File: config.mk
export PLATFORM = sky130hd
export DESIGN_NAME = fifo_rr_drain_arb
export DESIGN_NICKNAME = d
export VERILOG_FILES = /design/src/rtl/fifo_arb_pkg.sv /design/src/rtl/fifo_rr_pick.sv /design/src/rtl/fifo_rr_drain_arb.sv
export SDC_FILE = /design/constraint.sdc
export NUM_CORES = 1
export LEC_CHECK = 0
export CAP_MARGIN = 20
export CORE_ASPECT_RATIO = 0.7
export CORE_UTILIZATION = 31
export DETAILED_ROUTE_END_ITERATION = 10
export PLACE_DENSITY_LB_ADDON = 0.15
export SLEW_MARGIN = 20
export SYNTH_ARGS = -nofsm -noshare
export SYNTH_HDL_FRONTEND = slang
export SYNTH_SLANG_ARGS = --single-unit
File: constraint.sdc
create_clock -name clk -period 4.2 [get_ports clk]
set_input_delay 0.42 -clock clk [delete_from_list [all_inputs] [get_ports clk]]
set_output_delay 0.42 -clock clk [all_outputs]
set_load 0.02 [all_outputs]
File: src/rtl/fifo_arb_pkg.sv
// Shared types and helpers for the round-robin prefetch-FIFO drain arbiter.
package fifo_arb_pkg;

  typedef enum logic {
    IDLE  = 1'b0,
    BURST = 1'b1
  } arb_state_e;

  // Ceiling log2; returns 0 for inputs of 0 or 1.
  function automatic int clog2(input int value);
    int res;
    int v;
    res = 0;
    v   = value - 1;
    while (v > 0) begin
      res++;
      v = v >> 1;
    end
    return res;
  endfunction

endpackage

File: src/rtl/fifo_rr_pick.sv
// Rotating-priority picker: first set request searching from i_ptr upward, modulo N.
module fifo_rr_pick
  import fifo_arb_pkg::*;
#(
  parameter int N     = 4,
  parameter int IDX_W = 2
) (
  input  logic [N-1:0]     i_req,
  input  logic [IDX_W-1:0] i_ptr,
  output logic [IDX_W-1:0] o_idx,
  output logic             o_any
);

  logic [2*N-1:0]   w_req2;
  logic [N-1:0]     w_rot;
  logic [IDX_W-1:0] w_off;
  logic [IDX_W:0]   w_sum;

  // Duplicating the vector lets a plain part-select do the rotation.
  assign w_req2 = {i_req, i_req};
  assign w_rot  = w_req2[{1'b0, i_ptr} +: N];

  always_comb begin
    w_off = '0;
    for (int k = N - 1; k >= 0; k--) begin
      if (w_rot[k]) w_off = IDX_W'(k);
    end
  end

  assign w_sum = {1'b0, i_ptr} + {1'b0, w_off};
  assign o_idx = (w_sum >= (IDX_W + 1)'(N)) ? IDX_W'(w_sum - (IDX_W + 1)'(N))
                                            : w_sum[IDX_W-1:0];
  assign o_any = |i_req;

endmodule

File: src/rtl/fifo_rr_drain_arb.sv
// Drains N prefetch FIFOs in round-robin bursts of up to BURST_LEN beats into one
// registered output stage with valid/ready handshake.
module fifo_rr_drain_arb
  import fifo_arb_pkg::*;
#(
  parameter int N_REQ     = 4,
  parameter int DATA_W    = 64,
  parameter int BURST_LEN = 16
) (
  input  logic                      clk,
  input  logic                      rst_n,
  input  logic [N_REQ-1:0]          src_vld,
  input  logic [N_REQ*DATA_W-1:0]   src_data,
  output logic [N_REQ-1:0]          src_rd_en,
  output logic [DATA_W-1:0]         out_data,
  output logic                      out_vld,
  input  logic                      out_rdy,
  output logic [clog2(N_REQ)-1:0]   out_src_id,
  output logic                      busy
);

  localparam int IDX_W = clog2(N_REQ);
  localparam int CNT_W = clog2(BURST_LEN) + 1;
  localparam logic [CNT_W-1:0] LAST_BEAT = CNT_W'(BURST_LEN - 1);
  localparam logic [IDX_W-1:0] LAST_IDX  = IDX_W'(N_REQ - 1);

  arb_state_e       r_state, w_state_nxt;
  logic [IDX_W-1:0] r_ptr, w_ptr_nxt;
  logic [IDX_W-1:0] r_grant, w_grant_nxt;
  logic [CNT_W-1:0] r_beat_cnt, w_beat_cnt_nxt;
  logic [IDX_W-1:0] w_pick_idx;
  logic             w_pick_any;
  logic             w_free;
  logic             w_grant_vld;
  logic             w_pop;
  logic             w_release;

  logic             r_out_vld;
  logic [DATA_W-1:0] r_out_data;
  logic [IDX_W-1:0] r_out_src_id;

  logic [DATA_W-1:0] w_src_data [N_REQ];

  for (genvar gi = 0; gi < N_REQ; gi++) begin : g_unpack
    assign w_src_data[gi] = src_data[gi*DATA_W +: DATA_W];
  end

  fifo_rr_pick #(
    .N     (N_REQ),
    .IDX_W (IDX_W)
  ) u_pick (
    .i_req (src_vld),
    .i_ptr (r_ptr),
    .o_idx (w_pick_idx),
    .o_any (w_pick_any)
  );

  // Output stage can take a new beat when empty or being emptied this cycle.
  assign w_free      = ~r_out_vld | out_rdy;
  assign w_grant_vld = src_vld[r_grant];
  assign w_pop       = (r_state == BURST) & w_grant_vld & w_free;

  always_comb begin
    src_rd_en = '0;
    if (w_pop) src_rd_en[r_grant] = 1'b1;
  end

  always_comb begin
    w_state_nxt    = r_state;
    w_ptr_nxt      = r_ptr;
    w_grant_nxt    = r_grant;
    w_beat_cnt_nxt = r_beat_cnt;
    w_release      = 1'b0;
    case (r_state)
      IDLE: begin
        if (w_pick_any) begin
          w_state_nxt    = BURST;
          w_grant_nxt    = w_pick_idx;
          w_beat_cnt_nxt = '0;
        end
      end
      BURST: begin
        if (w_pop) begin
          w_beat_cnt_nxt = r_beat_cnt + 1'b1;
          if (r_beat_cnt == LAST_BEAT) w_release = 1'b1;
        end else if (!w_grant_vld && w_free) begin
          w_release = 1'b1;
        end
        if (w_release) begin
          w_state_nxt = IDLE;
          w_ptr_nxt   = (r_grant == LAST_IDX) ? '0 : r_grant + 1'b1;
        end
      end
      default: w_state_nxt = IDLE;
    endcase
  end

  always_ff @(posedge clk or negedge rst_n) begin
    if (!rst_n) begin
      r_state    <= IDLE;
      r_ptr      <= '0;
      r_grant    <= '0;
      r_beat_cnt <= '0;
    end else begin
      r_state    <= w_state_nxt;
      r_ptr      <= w_ptr_nxt;
      r_grant    <= w_grant_nxt;
      r_beat_cnt <= w_beat_cnt_nxt;
    end
  end

  always_ff @(posedge clk or negedge rst_n) begin
    if (!rst_n) begin
      r_out_vld    <= 1'b0;
      r_out_data   <= '0;
      r_out_src_id <= '0;
    end else if (w_pop) begin
      r_out_vld    <= 1'b1;
      r_out_data   <= w_src_data[r_grant];
      r_out_src_id <= r_grant;
    end else if (out_rdy) begin
      r_out_vld    <= 1'b0;
    end
  end

  assign out_vld    = r_out_vld;
  assign out_data   = r_out_data;
  assign out_src_id = r_out_src_id;
  assign busy       = (r_state == BURST);

endmodule

==> metrics.cfg <==
[finish]
layout-drive-gt1-share = 0.125
diodes = 0
stdcell_count = 961
syn_to_final_growth_pct = 79.8
final_util = 0.578
final_nets = 1031

[sta]
hold_viol = 0
min_period_ns = 3.22
rsz0062_at_grt = false
post-route-period-util = 0.766
finalSetupViolations = 0
fmax_mhz = 311
slew_violations = 0
tns_ns = 0
finalClockSkew_ns = 0.00589
worst_pin_slew_ns = 0.932
max-slew-margin-rel = 0.378

[clock_tree]
post_cts_buffers = 0
path_clk_slew_ns = 0.06
cts_max_level = 3
root_buffer = clkbuf_16
clock_path_buffers = 2
numCtsBuffers = 9
cts.sink_count = 77
post_cts_resized = 0
cts_hold_buf = 0
cts_tree = yes
worstSkewPairLatency_ns = 0.33

[global_routing]
grt_max_degree = 78
grt.overflow.total = 0
grt_util_all_layers = 0.210
grt_pass1_wl_um = 25400
grt_pass1_vias = 4798
antenna_found_initial = 0

[yosys]
synthArstFlopShare = 1.00
yosys-top-cells-count = nand2_1 (204), dfrtp_1 (77), mux4_2 (65)
yosys-top-cells-area = dfrtp_1 (40%), mux4_2 (31%), nand2_1 (16%)
yosysMostFrequentCell = nand2_1
synth_top_cell_area_share = 0.403
ys.flop_type = dfrtp_1
synth_cells = 443
synth_cell_type_count = 35
yosys_register_bits = 77
synth_area_um2 = 4780
avgSynthCellArea_um2 = 10.8
yosysWarnings = 0
synth-seq-area-share = 0.403
mappedNetlistNets = 713
yosys.area.top_type = dfrtp_1
synth_edf_count = 0

[routing]
num_vias = 4621
firstDrtPassIters = 6
drc = 0
drt_iter0_drc = 136
ant_nets = 0
wl_per_cell_um = 17.5
drt_wl_total_um = 16800
vias_per_cell = 4.81

[place]
place_inst = 945
io_buffers = 334
hpwl_um = 12900
gp_congestion = 0.841

[die]
core_um2 = 14900
fp.dieH_um = 106
io_pins = 335
start_util = 0.321
rows = 37
die_w_um = 150
dieArea_um2 = 15900

[status]
outcome = complete, no violations

[hold_path]
hp-class = in2async

[flow_run]
maxCapViolCount = 0

[critical_path]
rrSetupSlack_ns = 1.75
worstPathRequired_ns = 3.78
worstSetupPathType = in2out
crit_path_end_kind = output port
cp.arrival_ns = 2.80
worstSetupStartpointType = input pin
crit_fanout = 30

[pwr]
p_per_area_nw_per_um2 = 633
ir_drop_mv = 0.295
p_leak_nw = 3.63

-- cell type report --
class,instances,area [um^2]
Clock buffer,12,246
Clock inverter,4,95.1
Fill cell,1237,6270
Inverter,5,18.8
Multi-Input combinational cell,329,2670
Sequential cell,77,1930
Tap cell,195,244
Timing Repair Buffer,339,3380
-- power breakdown --
part           leakage [nW]  switching, mW  internal (mW)
clock network         0.167          0.291          0.596
logic                  2.51           1.62           1.60
registers             0.952          0.220           1.11
total                  3.63           2.13           3.31
-- worst max-delay path, stage by stage --
cell,delay [ns]
clkdlybuf4s50_1,0.64
mux4_2,0.35
and3_2,0.56
and2_1,0.20
clkdlybuf4s50_1,0.60
-- path summary, 6_finish.rpt --
| check | from | end | cells past startpoint |
|---|---|---|---|
| max | src_vld[1] | src_rd_en[3] | 5 |
| min | rst_n | out_data[29] | 1 |
| max in group asynchronous | rst_n | r_grant[1] | 1 |
| min in group clk | out_data[18] | out_data[18] | 2 |
| min reg2reg | out_data[18] | out_data[18] | 2 |
| max reg2reg | r_grant[0] | out_data[11] | 5 |
-- per-stage QoR --
stage | area, um^2 | hold WS [ns] | worst slack, ns | power (mW)
after global routing | 8590 | 0.190 | 0.869 | 5.83
after floorplan | 4780 | 0.124 | 2.08 | 3.33
final | 8590 | 0.141 | 0.984 | 5.44
after global placement | 8240 | 0.454 | 1.04 | 4.56
after detailed placement | 8240 | 0.461 | 0.968 | 4.60
after CTS | 8580 | 0.297 | 0.967 | 5.52
-- kinds of logic (layout without fill, tap and decap cells) --
logic type | after synthesis | after routing | share of synthesized area
XOR/XNOR | 1 | 1 | 0.00183
AND/OR/NAND/NOR | 235 | 235 | 0.201
AO/OA/AOI/OAI | 17 | 17 | 0.0215
multiplexers | 69 | 69 | 0.315
adder cells (fa/ha/maj) | 7 | 7 | 0.0183
buffers and inverters | 37 | 360 | 0.0382
flip-flops | 77 | 77 | 0.403
-- state kept, by name, indices dropped and copies added, names as in the netlist --
register    count
busy            1
out_data       64
out_src_id      2
out_vld         1
r_beat_cnt      5
r_grant         2
r_ptr           2
-- routing by layer --
layer,up-vias,part of all wire,track usage,wire length (um)
met2,177,0.51,0.366,8550
met4,0,0.010,0.0462,169
met3,12,0.090,0.0753,1510
met5,-,0,0,0
li1,2183,-,-,-
met1,2249,0.39,0.244,6540
-- cells in the final DEF, fill, tap and decap left out, types with 2 or more instances in the layout --
| master | n |
|---|---|
| or3b_2 | 3 |
| mux2i_1 | 2 |
| clkdlybuf4s50_1 | 333 |
| buf_4 | 5 |
| bufinv_16 | 3 |
| nor2_1 | 4 |
| nand3b_1 | 2 |
| nand2b_1 | 4 |
| o31ai_1 | 2 |
| nand2_1 | 204 |
| and2_1 | 4 |
| o21ai_0 | 4 |
| nor2b_1 | 2 |
| mux4_2 | 65 |
| clkbuf_1 | 2 |
| ha_1 | 7 |
| clkbuf_16 | 9 |
| nand3_1 | 3 |
| dfrtp_4 | 2 |
| inv_1 | 5 |
| dfrtp_1 | 75 |
| a21oi_1 | 6 |
| mux2_2 | 2 |
No activity file was read; power rests on OpenSTA's default activity.
